--- src/rtl/dtcm_ahb_slave.sv ---
// dtcm_ahb_slave: zero-wait AHB-Lite responder in front of the single-port DTCM SRAM.
// Stores are absorbed into a one-entry write buffer that drains on cycles with no read issue.
module dtcm_ahb_slave #(
    parameter int ADDR_W = 14
) (
    input  logic              clk,
    input  logic              rst_n,
    input  logic              hsel,
    input  logic [31:0]       haddr,
    input  logic [1:0]        htrans,
    input  logic              hwrite,
    input  logic [2:0]        hsize,
    input  logic [31:0]       hwdata,
    output logic [31:0]       hrdata,
    output logic              hready,
    output logic              sram_cs,
    output logic              sram_we,
    output logic [ADDR_W-1:0] sram_addr,
    output logic [3:0]        sram_wbe,
    output logic [31:0]       sram_wdata,
    input  logic [31:0]       sram_rdata
);

    logic              rd_dph_q, rd_dph_d;
    logic              wr_dph_q, wr_dph_d;
    logic [ADDR_W-1:0] dph_addr_q, dph_addr_d;
    logic [3:0]        dph_be_q, dph_be_d;
    logic              buf_v_q, buf_v_d;
    logic [ADDR_W-1:0] buf_addr_q, buf_addr_d;
    logic [3:0]        buf_be_q, buf_be_d;
    logic [31:0]       buf_data_q, buf_data_d;

    logic              bus_req;
    logic              accept;
    logic              rd_issue;
    logic              drain;
    logic              buf_load;
    logic              fwd_hit;
    logic [3:0]        be;
    logic [31:0]       dph_mask;
    logic              unused_ok;

    // Address bits above the SRAM depth alias; BUSY behaves like IDLE.
    assign unused_ok = ^{haddr[31:ADDR_W+2], htrans[0]};

    always_comb begin
        case (hsize)
            3'd0:    be = 4'b0001 << haddr[1:0];
            3'd1:    be = 4'b0011 << {haddr[1], 1'b0};
            default: be = 4'b1111;
        endcase
    end

    always_comb begin
        bus_req  = hsel & htrans[1];
        // Only a read arriving while a store is in its data phase and another
        // store still sits in the buffer has nowhere to go this cycle.
        hready   = ~(wr_dph_q & buf_v_q & bus_req & ~hwrite);
        accept   = bus_req & hready;
        rd_issue = accept & ~hwrite;
        drain    = buf_v_q & ~rd_issue;
        buf_load = wr_dph_q & hready;
        dph_mask = {{8{dph_be_q[3]}}, {8{dph_be_q[2]}}, {8{dph_be_q[1]}}, {8{dph_be_q[0]}}};

        rd_dph_d   = rd_dph_q;
        wr_dph_d   = wr_dph_q;
        dph_addr_d = dph_addr_q;
        dph_be_d   = dph_be_q;
        if (hready) begin
            rd_dph_d = rd_issue;
            wr_dph_d = accept & hwrite;
        end
        if (accept) begin
            dph_addr_d = haddr[ADDR_W+1:2];
            dph_be_d   = be;
        end

        buf_v_d    = buf_v_q;
        buf_addr_d = buf_addr_q;
        buf_be_d   = buf_be_q;
        buf_data_d = buf_data_q;
        if (buf_load) begin
            buf_v_d    = 1'b1;
            buf_addr_d = dph_addr_q;
            buf_be_d   = dph_be_q;
            buf_data_d = hwdata & dph_mask;
        end else if (drain) begin
            buf_v_d = 1'b0;
        end
    end

    always_comb begin
        fwd_hit = buf_v_q & (buf_addr_q == dph_addr_q);
        hrdata  = '0;
        if (rd_dph_q) begin
            for (int i = 0; i < 4; i++) begin
                hrdata[8*i +: 8] = (fwd_hit & buf_be_q[i]) ? buf_data_q[8*i +: 8]
                                                           : sram_rdata[8*i +: 8];
            end
        end
    end

    always_comb begin
        sram_cs    = 1'b0;
        sram_we    = 1'b0;
        sram_addr  = '0;
        sram_wbe   = '0;
        sram_wdata = '0;
        if (rd_issue) begin
            sram_cs   = 1'b1;
            sram_addr = haddr[ADDR_W+1:2];
        end else if (drain) begin
            sram_cs    = 1'b1;
            sram_we    = 1'b1;
            sram_addr  = buf_addr_q;
            sram_wbe   = buf_be_q;
            sram_wdata = buf_data_q;
        end
    end

    always_ff @(posedge clk or negedge rst_n) begin
        if (!rst_n) begin
            rd_dph_q   <= 1'b0;
            wr_dph_q   <= 1'b0;
            dph_addr_q <= '0;
            dph_be_q   <= '0;
            buf_v_q    <= 1'b0;
            buf_addr_q <= '0;
            buf_be_q   <= '0;
            buf_data_q <= '0;
        end else begin
            rd_dph_q   <= rd_dph_d;
            wr_dph_q   <= wr_dph_d;
            dph_addr_q <= dph_addr_d;
            dph_be_q   <= dph_be_d;
            buf_v_q    <= buf_v_d;
            buf_addr_q <= buf_addr_d;
            buf_be_q   <= buf_be_d;
            buf_data_q <= buf_data_d;
        end
    end

endmodule

--- config.mk ---
export PLATFORM = sky130hd
export DESIGN_NAME = dtcm_ahb_slave
export DESIGN_NICKNAME = d
export VERILOG_FILES = /design/src/rtl/dtcm_ahb_slave.sv
export SDC_FILE = /design/constraint.sdc
export NUM_CORES = 1
export LEC_CHECK = 0
export CAP_MARGIN = 25
export CORE_UTILIZATION = 38
export DETAILED_ROUTE_END_ITERATION = 10
export PLACE_DENSITY = 0.75
export SLEW_MARGIN = 20
export SYNTH_ARGS = -nofsm -noshare
export SYNTH_HDL_FRONTEND = slang
export SYNTH_SLANG_ARGS = --single-unit
--- constraint.sdc ---
create_clock -name clk -period 1.9 [get_ports clk]
set_input_delay 0.285 -clock clk [delete_from_list [all_inputs] [get_ports clk]]
set_output_delay 0.285 -clock clk [all_outputs]
set_load 0.03 [all_outputs]
==> impl_results.md <==
- Maximum vdd drop: 0.3910 mV
- CTS tree: built
- Clock sinks: a little over 70
- Routability Congestion: ~0.77
- P per Cell Area: roughly 650 nW/µm²
- Vias in the first global route: about 4200
- Syn nets: about 570
- Max-cap viol count: 0
- Yosys warning count: 0
- P_leak: between 3 and 4 nW
- Reg2reg path depth: 8
- Final setup margin: -642.8 ps
- Hold Path Class: primary input to flop
- Most used DFF post-synth: dfrtp_1
- Starting density of the core: 39.19%
- Reg2reg start: buf_v_q
- Yosys reg bits: just over 70
- Worst setup SP type: flop
- Most frequent CP cell: buf_6
- GRT Util Overall: between 20% and 30%
- RSZ-0062 raised after global routing: true
- Failing checks: setup timing
- Final wirelength: about 14000 µm
- Util after Layout: about 72%
- Core footprint: 10280 µm²
- Async set-reset flop share out of synthesis: 100.0%
- Worst Path Max Fanout: 8
- Final worst path period share: 133.8%
- Reg clk slew, reported paths: 80 ps
- Post-synth EDFFs: 0
- Num CTS Buffers: 9
- Slowest cell on crit path: dfrtp_1
- Final Net Count: 792
- Drt pass-1 iters: 4
- Achievable Freq: roughly 390 MHz
- Most common cell after layout, fill and taps aside: nand2_1
- DRC viols: 0
- Synth unique cells: 31
- Die Ht: 105.0 µm
- Slew margin rel.: slightly above 70%
- Layout cells sized above 1: between 40 and 50%
- Clock Tree Root: clkbuf_8
- Setup TNS: -27520 ps
- Sequential share of the synthesized area: between 40% and 50%
- IO Pins: 190
- Worst clock skew: between 10 and 15 ps
- Fin area: between 7000 and 8000 µm²
- Cells along the critical path: xor2_1 > nor4_2 > nand4_2 > buf_6 > nor2_4 > buf_12 > mux2i_2 > buf_6
- Die W: around 100 µm
- Largest net degree at the start of global routing: between 60 and 70
- DR WL/cell: roughly 17 µm
- Final setup viols: 84
- Antenna Cells: 0
- PortBufs: approximately 170
- Vias/cell: about 5.0
- CP max stage delay: ~400 ps
- Pre-CTS setup slack: -268.4 ps
- Critical R2R Capture: buf_data_q[31]
- Synth Cell Area: roughly 4000 µm²
- Outcome: finished with violations
- Crit path launch: dph_addr_q[9]
- Cell area after placement: 6225 µm²
- First-pass GRT wire length: 21300 µm
- Fin. max-slew vios: 0
- Final hold vios: 0
- Post-DP HPWL: 8319 µm
- Number of DRC markers in iteration 0: roughly 160
- Crit path capture: hrdata[26]
- Worst Setup End Kind: output port
- Htree depth: 3
- Mapped Cells: ~460
- Crit path kind: flop to output port
- Cell Rows: 37
- Post-layout min period: roughly 2500 ps
- Clock Tree Buf Depth: 2
- Syn_area_per_cell: 8.680 µm²
- Total vias in the final route: between 4000 and 5000
- Most frequent cells in the layout: nand2_1 (147), clkdlybuf4s50_1 (83), dfrtp_1 (70)
- Actual slew at the worst max-slew pin: 439.8 ps
- Routed Antenna Nets: 0
- CP Data Required Time: around 1600 ps
- Die area: ~11000 µm²
- Syn-to-layout area delta: 84.00%
- Antenna violations before repair: 0
- Total global routing overflow: 0
- FF-to-FF setup slack: roughly 200 ps
- Clock Latency Late Sink: 350 ps
- CP arrival: roughly 2300 ps
==> where the power goes <==
part / switching [W] / internal (W) / leakage, nW
Clock: 0.000595 / 0.000602 / 0.0883
Combinational: 0.000715 / 0.000874 / 2.34
Sequential: 0.000255 / 0.00179 / 0.878
Total: 0.00156 / 0.00327 / 3.31
==> synth_stat cells, drive strengths merged, types with 2 or more instances <==
cell | n | area share, %
nand2 | 163 | 15
dfrtp | 71 | 44
o21ai | 51 | 6.3
and2 | 37 | 5.7
mux2 | 32 | 8.9
mux2i | 32 | 8.0
clkbuf | 21 | 2.0
buf | 10 | 1.1
xor2 | 9 | 2.0
nor2 | 8 | 1.5
nand4 | 5 | 0.93
inv | 4 | 0.37
xnor2 | 3 | 0.65
a21boi | 2 | 0.37
a21oi | 2 | 0.25
nand2b | 2 | 0.31
==> critical path: cells and delay by family, from the launching register on <==
kind / cells / cell delay (ps)
AND/OR/NAND/NOR: 3 / 560
buffers and inverters: 3 / 510
flip-flops: 1 / 400
multiplexers: 1 / 260
XOR/XNOR: 1 / 180
==> worst min-delay path by stage <==
stage               from              to  slack [ps]  cells after the start
2_1_floorplan      rst_n   buf_addr_q[0]         -10                      0
3_3_place_gp       rst_n  dph_addr_q[12]         250                      1
3_5_place_dp       rst_n  buf_addr_q[12]         250                      1
4_1_cts             hsel        wr_dph_q         340                      3
5_1_grt        htrans[1]        wr_dph_q         270                      3
6_report       htrans[1]        wr_dph_q         270                      3
==> cell families (layout without fill, tap and decap cells) <==
group | Yosys count | count (layout) | synth area share, %
simple gates | 222 | 222 | 24.95
xor+xnor | 12 | 12 | 2.610
mux | 64 | 64 | 16.90
compound gates | 60 | 60 | 8.046
flops | 71 | 71 | 44.11
buf+inv | 35 | 263 | 3.386
==> cell type report <==
class                           instances  area [µm²]
Tap cell                              136       170.2
Sequential cell                        71        1778
Clock inverter                          6       62.56
Inverter                                4       15.01
Multi-Input combinational cell        358        2595
Fill cell                             722        2867
Timing Repair Buffer                  243        2663
Clock buffer                           10       127.6
==> layer usage <==
layer | share of wire (%) | up-vias | GRT usage [%]
met5 | 0 | - | 0
li1 | - | 1970 | -
met2 | 53 | 152 | 46.40
met4 | 2.2 | 0 | 8.350
met1 | 40 | 1966 | 28.73
met3 | 5.4 | 20 | 4.117
==> flip-flops by register name, indices dropped and copies added, names as in the netlist <==
name,flops
buf_addr_q,14
buf_be_q,4
buf_data_q,32
buf_v_q,1
dph_addr_q,14
dph_be_q,4
rd_dph_q,1
wr_dph_q,1
==> through the flow <==
step | hold WS (ps) | std cells | power, W
final | 270.7 | 828 | 0.004831
after global routing | 274.8 | 828 | 0.005081
after CTS | 343.1 | 828 | 0.004811
after detailed placement | 250.3 | 786 | 0.003385
after global placement | 245.4 | 786 | 0.003324
after floorplan | -10.59 | 464 | 0.002659
==> repair_timing <==
| action | 4_1_cts | 5_1_grt |
|---|---|---|
| hold buffers | 1 | 0 |
| pin swaps | 41 | 18 |
| gates cloned | 10 | 0 |
| resized for setup | 158 | 43 |
| buffers inserted | 17 | 5 |
| endpoints found under the hold margin | 30 | 0 |
| endpoints found under the setup margin | 84 | 83 |
(Power assumes the default switching activity.)
